[src/rtl/itype_issue_ctrl.sv]
// rtl/itype_issue_ctrl.sv - RV32I I-type ALU issue controller with instruction FIFO
//
// Buffers I-type instructions and sequences each one through read (rs1 address),
// execute (ALU operands) and writeback (rd write), flagging illegal encodings.
// Ports:
//   clk, rst            clock, asynchronous active-low reset
//   instr_valid/instr   instruction offer; instr_ready = FIFO not full
//   rf_raddr/rf_rdata   register file read port (data one cycle after address)
//   alu_op/alu_a/alu_imm/alu_result  combinational ALU interface
//   rf_we/rf_waddr/rf_wdata          register file write port
//   illegal             one-cycle pulse when an illegal instruction is dropped
//   busy                work in flight or queued
//   retired_count       legal instructions completed (wraps)

module itype_issue_ctrl #(
    parameter int DEPTH = 4,
    parameter int CNT_W = 16
) (
    input  logic             clk,
    input  logic             rst,
    input  logic             instr_valid,
    input  logic [31:0]      instr,
    output logic             instr_ready,
    output logic [4:0]       rf_raddr,
    input  logic [31:0]      rf_rdata,
    output logic [3:0]       alu_op,
    output logic [31:0]      alu_a,
    output logic [31:0]      alu_imm,
    input  logic [31:0]      alu_result,
    output logic             rf_we,
    output logic [4:0]       rf_waddr,
    output logic [31:0]      rf_wdata,
    output logic             illegal,
    output logic             busy,
    output logic [CNT_W-1:0] retired_count
);

    localparam int AW = $clog2(DEPTH);
    localparam logic [6:0] OPC_ITYPE = 7'b0010011;

    typedef enum logic [1:0] {
        S_IDLE,
        S_RD,
        S_EX,
        S_WB
    } state_t;

    logic [31:0]      fifo_mem_q [DEPTH];
    logic [AW-1:0]    wr_ptr_q;
    logic [AW-1:0]    rd_ptr_q;
    logic [AW:0]      count_q;
    state_t           state_q;
    logic [31:0]      instr_q;
    logic [31:0]      wdata_q;
    logic [CNT_W-1:0] retired_q;

    logic fifo_full;
    logic fifo_empty;
    logic push;
    logic pop;

    logic [6:0] opcode;
    logic [2:0] funct3;
    logic [6:0] funct7;
    logic [4:0] rs1;
    logic [4:0] rd;
    logic       is_shift;
    logic       illegal_dec;

    assign fifo_full  = (count_q == (AW+1)'(DEPTH));
    assign fifo_empty = (count_q == '0);

    // Ready is held low while reset is asserted even though the FIFO is empty.
    assign instr_ready = rst && !fifo_full;
    assign push        = instr_valid && instr_ready;
    // The FSM pops only when it is about to start a new instruction.
    assign pop         = !fifo_empty && (state_q == S_IDLE || state_q == S_WB);

    assign opcode   = instr_q[6:0];
    assign rd       = instr_q[11:7];
    assign funct3   = instr_q[14:12];
    assign rs1      = instr_q[19:15];
    assign funct7   = instr_q[31:25];
    assign is_shift = (funct3 == 3'b001) || (funct3 == 3'b101);

    always_comb begin
        illegal_dec = 1'b0;
        if (opcode != OPC_ITYPE) begin
            illegal_dec = 1'b1;
        end else if (funct3 == 3'b001 && funct7 != 7'b0000000) begin
            illegal_dec = 1'b1;
        end else if (funct3 == 3'b101 && funct7 != 7'b0000000 && funct7 != 7'b0100000) begin
            illegal_dec = 1'b1;
        end
    end

    // Storage has no reset: contents are only observable through valid pointers.
    always_ff @(posedge clk) begin
        if (push) begin
            fifo_mem_q[wr_ptr_q] <= instr;
        end
    end

    always_ff @(posedge clk or negedge rst) begin
        if (!rst) begin
            wr_ptr_q  <= '0;
            rd_ptr_q  <= '0;
            count_q   <= '0;
            state_q   <= S_IDLE;
            instr_q   <= '0;
            wdata_q   <= '0;
            retired_q <= '0;
        end else begin
            if (push) begin
                wr_ptr_q <= wr_ptr_q + AW'(1);
            end
            if (pop) begin
                rd_ptr_q <= rd_ptr_q + AW'(1);
            end
            case ({push, pop})
                2'b10:   count_q <= count_q + (AW+1)'(1);
                2'b01:   count_q <= count_q - (AW+1)'(1);
                default: count_q <= count_q;
            endcase

            case (state_q)
                S_IDLE: begin
                    if (pop) begin
                        instr_q <= fifo_mem_q[rd_ptr_q];
                        state_q <= S_RD;
                    end
                end
                S_RD: begin
                    state_q <= illegal_dec ? S_IDLE : S_EX;
                end
                S_EX: begin
                    wdata_q <= alu_result;
                    state_q <= S_WB;
                end
                S_WB: begin
                    retired_q <= retired_q + CNT_W'(1);
                    if (pop) begin
                        instr_q <= fifo_mem_q[rd_ptr_q];
                        state_q <= S_RD;
                    end else begin
                        state_q <= S_IDLE;
                    end
                end
                default: state_q <= S_IDLE;
            endcase
        end
    end

    always_comb begin
        rf_raddr = '0;
        alu_op   = '0;
        alu_a    = '0;
        alu_imm  = '0;
        rf_we    = 1'b0;
        rf_waddr = '0;
        rf_wdata = '0;
        illegal  = 1'b0;
        case (state_q)
            S_RD: begin
                rf_raddr = rs1;
                illegal  = illegal_dec;
            end
            S_EX: begin
                // Bit 3 distinguishes SRAI from SRLI via instr[30].
                alu_op  = {(funct3 == 3'b101) && instr_q[30], funct3};
                alu_a   = rf_rdata;
                alu_imm = is_shift ? {27'b0, instr_q[24:20]}
                                   : {{20{instr_q[31]}}, instr_q[31:20]};
            end
            S_WB: begin
                rf_we    = (rd != 5'd0);
                rf_waddr = rd;
                rf_wdata = wdata_q;
            end
            default: ;
        endcase
    end

    assign busy          = (state_q != S_IDLE) || !fifo_empty;
    assign retired_count = retired_q;

endmodule
[config.mk]
export PLATFORM = sky130hd
export DESIGN_NAME = itype_issue_ctrl
export DESIGN_NICKNAME = d
export VERILOG_FILES = /design/src/rtl/itype_issue_ctrl.sv
export SDC_FILE = /design/constraint.sdc
export NUM_CORES = 1
export LEC_CHECK = 0
export CAP_MARGIN = 10
export CORE_MARGIN = 4
export CORE_UTILIZATION = 41
export CTS_BUF_LIST = sky130_fd_sc_hd__clkbuf_8
export CTS_CLUSTER_DIAMETER = 80
export CTS_CLUSTER_SIZE = 40
export DETAILED_ROUTE_END_ITERATION = 10
export GPL_ROUTABILITY_DRIVEN = 0
export PLACE_DENSITY = 0.68
export SKIP_LAST_GASP = 1
export SLEW_MARGIN = 20
export SYNTH_ARGS = -nofsm -noshare
export SYNTH_HDL_FRONTEND = slang
export SYNTH_SLANG_ARGS = --single-unit
[constraint.sdc]
create_clock -name clk -period 2.3 [get_ports clk]
set_input_delay 0.46 -clock clk [delete_from_list [all_inputs] [get_ports clk]]
set_output_delay 0.46 -clock clk [all_outputs]
set_load 0.05 [all_outputs]
==> Word-level counts from Yosys, hierarchy flattened <==
Memories as Yosys holds them, arrays and structs flattened. A register that Yosys moved wholly into a read port is not among the register bits.
Cells that the tools add are included.
{ "totals": {"elab_cells": 63, "in_bits": 99, "ramBits": 128, "regBits": 57, "mem_count": 1} }
{ "classes": {"n_reduce_logical": 21, "eq_ne": 11, "n_mux": 19, "addsub": 5} }
{ "memory_table": {"columns": ["memory", "depth", "width", "rd", "rd_ports_with_merged_regs", "wr", "line_no", "text"], "rows": [
  ["fifo_mem_q", 4, 32, 1, 1, 1, "48", "logic [31:0] fifo_mem_q [DEPTH];"]
]} }
{ "op_table": {"columns": ["cell", "count"], "rows": [
  ["two-way mux 32 bit", 4],
  ["adder 16 x 1 -> 16 bit (second input constant)", 1],
  ["two-way mux 5 bit", 2],
  ["two-way mux 1 bit", 8],
  ["case mux 2 bit (4 select lines)", 1],
  ["logical AND 1 bit", 7],
  ["!= test 7 x 5 -> 1 bit (second input constant)", 1],
  ["!= test 7 x 6 -> 1 bit (second input constant)", 1],
  ["nonzero test 7 bit", 1],
  ["equality test 2 bit (second input constant)", 3],
  ["equality test 3 bit (second input constant)", 2],
  ["case mux 3 bit (2 select lines)", 1],
  ["nonzero test 5 bit", 1],
  ["adder 2 x 1 -> 2 bit (second input constant)", 2],
  ["equality test 2 x 1 -> 1 bit (second input constant)", 2],
  ["two-way mux 2 bit", 2],
  ["two-way mux 4 bit", 1],
  ["nonzero test 2 bit", 2],
  ["adder 3 x 1 -> 3 bit (second input constant)", 1],
  ["equality test 3 x 1 -> 1 bit (second input constant)", 1],
  ["zero test 1 bit", 3],
  ["zero test 3 bit", 1],
  ["logical OR 1 bit", 3],
  ["subtractor 3 x 1 -> 3 bit (second input constant)", 1],
  ["other kinds (4)", 4]
]} }

==> Depth between registers and ports, before layout <==
{ "depth": {"ltp_word": 8, "depth_mapped": 10, "mapped_depth_nobuf": 9} }

==> Worst setup path before layout <==
No wires, ideal clock.
{ "synth_path": {"path_type": "reg-to-output", "start": "register state_q[0]", "end": "output alu_op[3]", "path_slack_ns": -0.584, "path_buffers": 2, "required_ns": 1.840, "path_stages_with_launch": 8, "arrival_ns": 2.424, "path_cell_list": "dfrtp_1 > inv_1 > ha_1 > clkbuf_1 > clkbuf_1 > and2_1 > nand2_1 > nor2_1"} }
{ "synth_between": {"elab_chain_len": 2} }
{ "synth_lines": {"columns": ["element", "line_no", "text"], "rows": [
  ["start: declaration", "52", "state_t state_q;"],
  ["start signal: assignment", "134", "state_q <= illegal_dec ? S_IDLE : S_EX;"],
  ["equality test 2 bit", "163", "case (state_q)"],
  ["two-way mux 4 bit", "163", null],
  ["end: declaration", "26", "output logic [3:0] alu_op,"]
]} }
No other way between the ends.

==> results_dict.tcl <==
set metrics [dict create \
    grt.overflow.total 0 \
    root_buffer "clkbuf_8" \
    cp.arrival_ns 1.95 \
    tritoncts_num_sinks 217 \
    mappedNetlistNets 663 \
    flow.area_growth_from_synthesis_pct 52.8 \
    finalWorstPathRequiredPeriod_ns 2.41 \
    synth_cell_area_um2 9230 \
    final.setup_skew_ns 0.0407 \
    die_height_um 158 \
    synth_sequential_area_ratio_pct 65.7 \
    clk_path_buf_depth 3 \
    slew_of_the_pin_with_the_lowest_slew_margin_ns 0.925 \
    period_share_pct 105 \
    global_route.usage.met2_pct 33.7 \
    n_fill_cell 1517 \
    detailedRoute.firstPassIterationCount 4 \
    synth_edf_count 128 \
    synth_top_area_share_pct 41.6 \
    synth_top_family_by_area "multiplexers" \
    antenna_found_initial 3 \
    synthesis_stage_register_bit_count 217 \
    grtUsageMet3_pct 3.20 \
    finalWorstSetupSlack_ns -0.108 \
    fin_tns_setup_ns -6.55 \
    synth_cell_types 39 \
    detailed_place.area_um2 13000 \
    dp_hpwl_mm 16.2 \
    failed_checks "negative setup slack" \
    yosysWarnings 0 \
    timing.reg2reg.setup_slack_ns 0.15 \
    portBuffers 228 \
    antenna_left 0 \
    clkSlewWorstSetupHoldPaths_ns 0.21 \
    cts_inserted_buffers 12 \
    synth_simple_gate_area_share_pct 9.09 \
    wl_per_cell_um 22.4 \
    dominant_cell_by_count_in_the_synthesized_netlist "edfxtp_1" \
    grt_start_max_net_pins 70 \
    synth_compound_area_share_pct 0.854 \
    grt_util_met1_pct 21.8 \
    critical_path.startpoint_type "flop" \
    grt_pass1_wl_mm 35.1 \
    critical_path.max_stage_delay_ns 0.46 \
    design.portCount 229 \
    pleak_nw 5.66 \
    wirelength_mm 24.5 \
    synth_xor_xnor_area_share_pct 1.99 \
    worst-setup-path-type "flop to primary output" \
    viasPerCell 5.09 \
    dominantRegCellSynth "edfxtp_1" \
    worstSkewPairLatency_ns 0.55 \
    max_clock_freq_mhz 415 \
    ir_drop_uv 564 \
    layer_with_the_highest_usage "met2" \
    synth.top_cells.by_area "edfxtp_1 42%, dfrtp_1 24%, mux4_2 6.8%, and2_1 5.8%, mux2_2 5.1%" \
    num-nets-final 912 \
    setup_viol_count_final 103 \
    grt.total_usage_pct 18.3 \
    design.die.area_um2 25000 \
    drive_above_1_share_pct 48.0 \
    synth-adder-area-share_pct 1.71 \
    final_util_pct 64.2 \
    crit_path_end_kind "primary output" \
    initial_utilization_pct 42.1 \
    outcome "finished with violations" \
    clock_tree.htree_level_count 1 \
    worstPathCellList "buf_6 -> ha_4 -> buf_4 -> clkbuf_16 -> and2_4 -> buf_12" \
    core_region_area_um2 22000 \
    synth.area.mux_share_pct 17.0 \
    drc 0 \
    chipWidth_um 158 \
    hold_class "input port to asynchronous set/reset pin" \
    layout.cell_area.non_filler_um2 14100 \
    rows 54 \
    powerDensity_nw_per_um2 832 \
    tritoncts_clock_tree "yes" \
    vias 5543 \
    netlist_top_cells_count "128 x edfxtp_1, 89 x dfrtp_1, 86 x and2_1, 42 x mux2_2, 28 x mux4_2" \
    crit_required_ns 1.84 \
    slew_violations 0 \
    cpMaxStageDelayCell "dfrtp_1" \
    hold_violations 0 \
    syn_avg_cell_area_um2 16.7 \
    critical_path_peak_fanout 12 \
    netlist_instances 552 \
    cap_violations 0 \
    timing.max_slew.rel_slack_pct 38.3 \
    drt_first_iter_violations 220 \
    synth-async-reset-ratio_pct 41.0 \
    rsz0062_at_grt "true" \
    grt_pass1_vias 5928 \
    yosysTopAreaCell "edfxtp_1" \
]
-- where the power goes --
part / switching, mW / internal, mW
combinational: 1.87 / 2.41
sequential: 0.503 / 4.99
clock: 1.34 / 0.632
total: 3.71 / 8.03
-- logic make-up after synthesis --
| family | Yosys count |
|---|---|
| flops | 217 |
| simple gates | 138 |
| mux | 98 |
| buf+inv | 56 |
| xor+xnor | 21 |
| fa+ha+maj | 12 |
| compound gates | 10 |
-- flip-flops by register name, summed over array words and instances (netlist names), named ones only --
signal,cells
fifo_mem_q,128
instr_q,32
wdata_q,32
retired_count,16
count_q,3
rd_ptr_q,2
wr_ptr_q,2
state_q,1
-- final timing paths --
check	end	cells after the start	from
worst min register to register	retired_count[15]$_DFFE_PN0P_	1	retired_count[15]$_DFFE_PN0P_
worst max register to register	count_q[2]$_DFFE_PN0P_	9	flop
min in group clk	wr_ptr_q[0]$_DFFE_PN0P_	4	rst
worst max-delay path	alu_imm[3]	6	flop
worst min-delay path	instr_q[15]$_DFFE_PN0P_	3	rst
max in group asynchronous	rd_ptr_q[0]$_DFFE_PN0P_	3	rst
-- repair_timing --
item / CTS / global route
cloned: 6 / 6
hold buffers: 1 / 0
resized for setup: 90 / 48
hold endpoints to repair: 20 / 0
setup endpoints to repair: 124 / 106
buffers inserted: 15 / 7
pin swaps: 6 / 5
-- cell usage in the layout, fill, tap and decap left out, types with 7 or more instances in the layout --
cell type        count
and2_4              79
and3_4               7
buf_12             121
buf_4               26
clkbuf_8            13
clkdlybuf4s50_1     98
dfrtp_1             88
dlygate4sd2_1       13
edfxtp_1           128
ha_1                 8
inv_1                9
mux2_2              42
mux2_4              24
mux4_2              28
xnor2_1              7
xor2_1              14
-- worst max-delay path, delay by kind of cell, from the launching register on --
family                   cells  cell delay, ns
flip-flops                   1            0.46
AND/OR/NAND/NOR              1            0.15
buffers and inverters        4            0.61
adder cells (fa/ha/maj)      1            0.18
-- layer usage --
metal	share of wire, %	vias up
li1	-	2498
met3	6.1	31
met2	54	203
met4	2.3	0
met5	0	-
met1	38	2811
-- metrics by stage --
step	setup slack (ns)	total power [mW]	instances	hold slack (ns)
after floorplan	-0.108	8.28	552	0.164
after global placement	0.150	9.38	1033	0.462
after detailed placement	0.0869	9.57	1033	0.472
after CTS	-0.167	11.7	1075	0.282
after global routing	-0.167	12.3	1090	0.0985
final	-0.108	11.7	1090	0.112
-- cell type report --
cell class              instances  area, um^2  area share, %
multi-input cells             279        3180           22.5
inverters                      11        41.3          0.293
diodes                          3        7.51         0.0532
well taps                     280         350           2.48
flip-flops and latches        217        6070           43.0
clock inverters                 7         128          0.905
repair buffers                280        4150           29.4
clock buffers                  13         179           1.27
No activity file was read; power rests on OpenSTA's default activity.
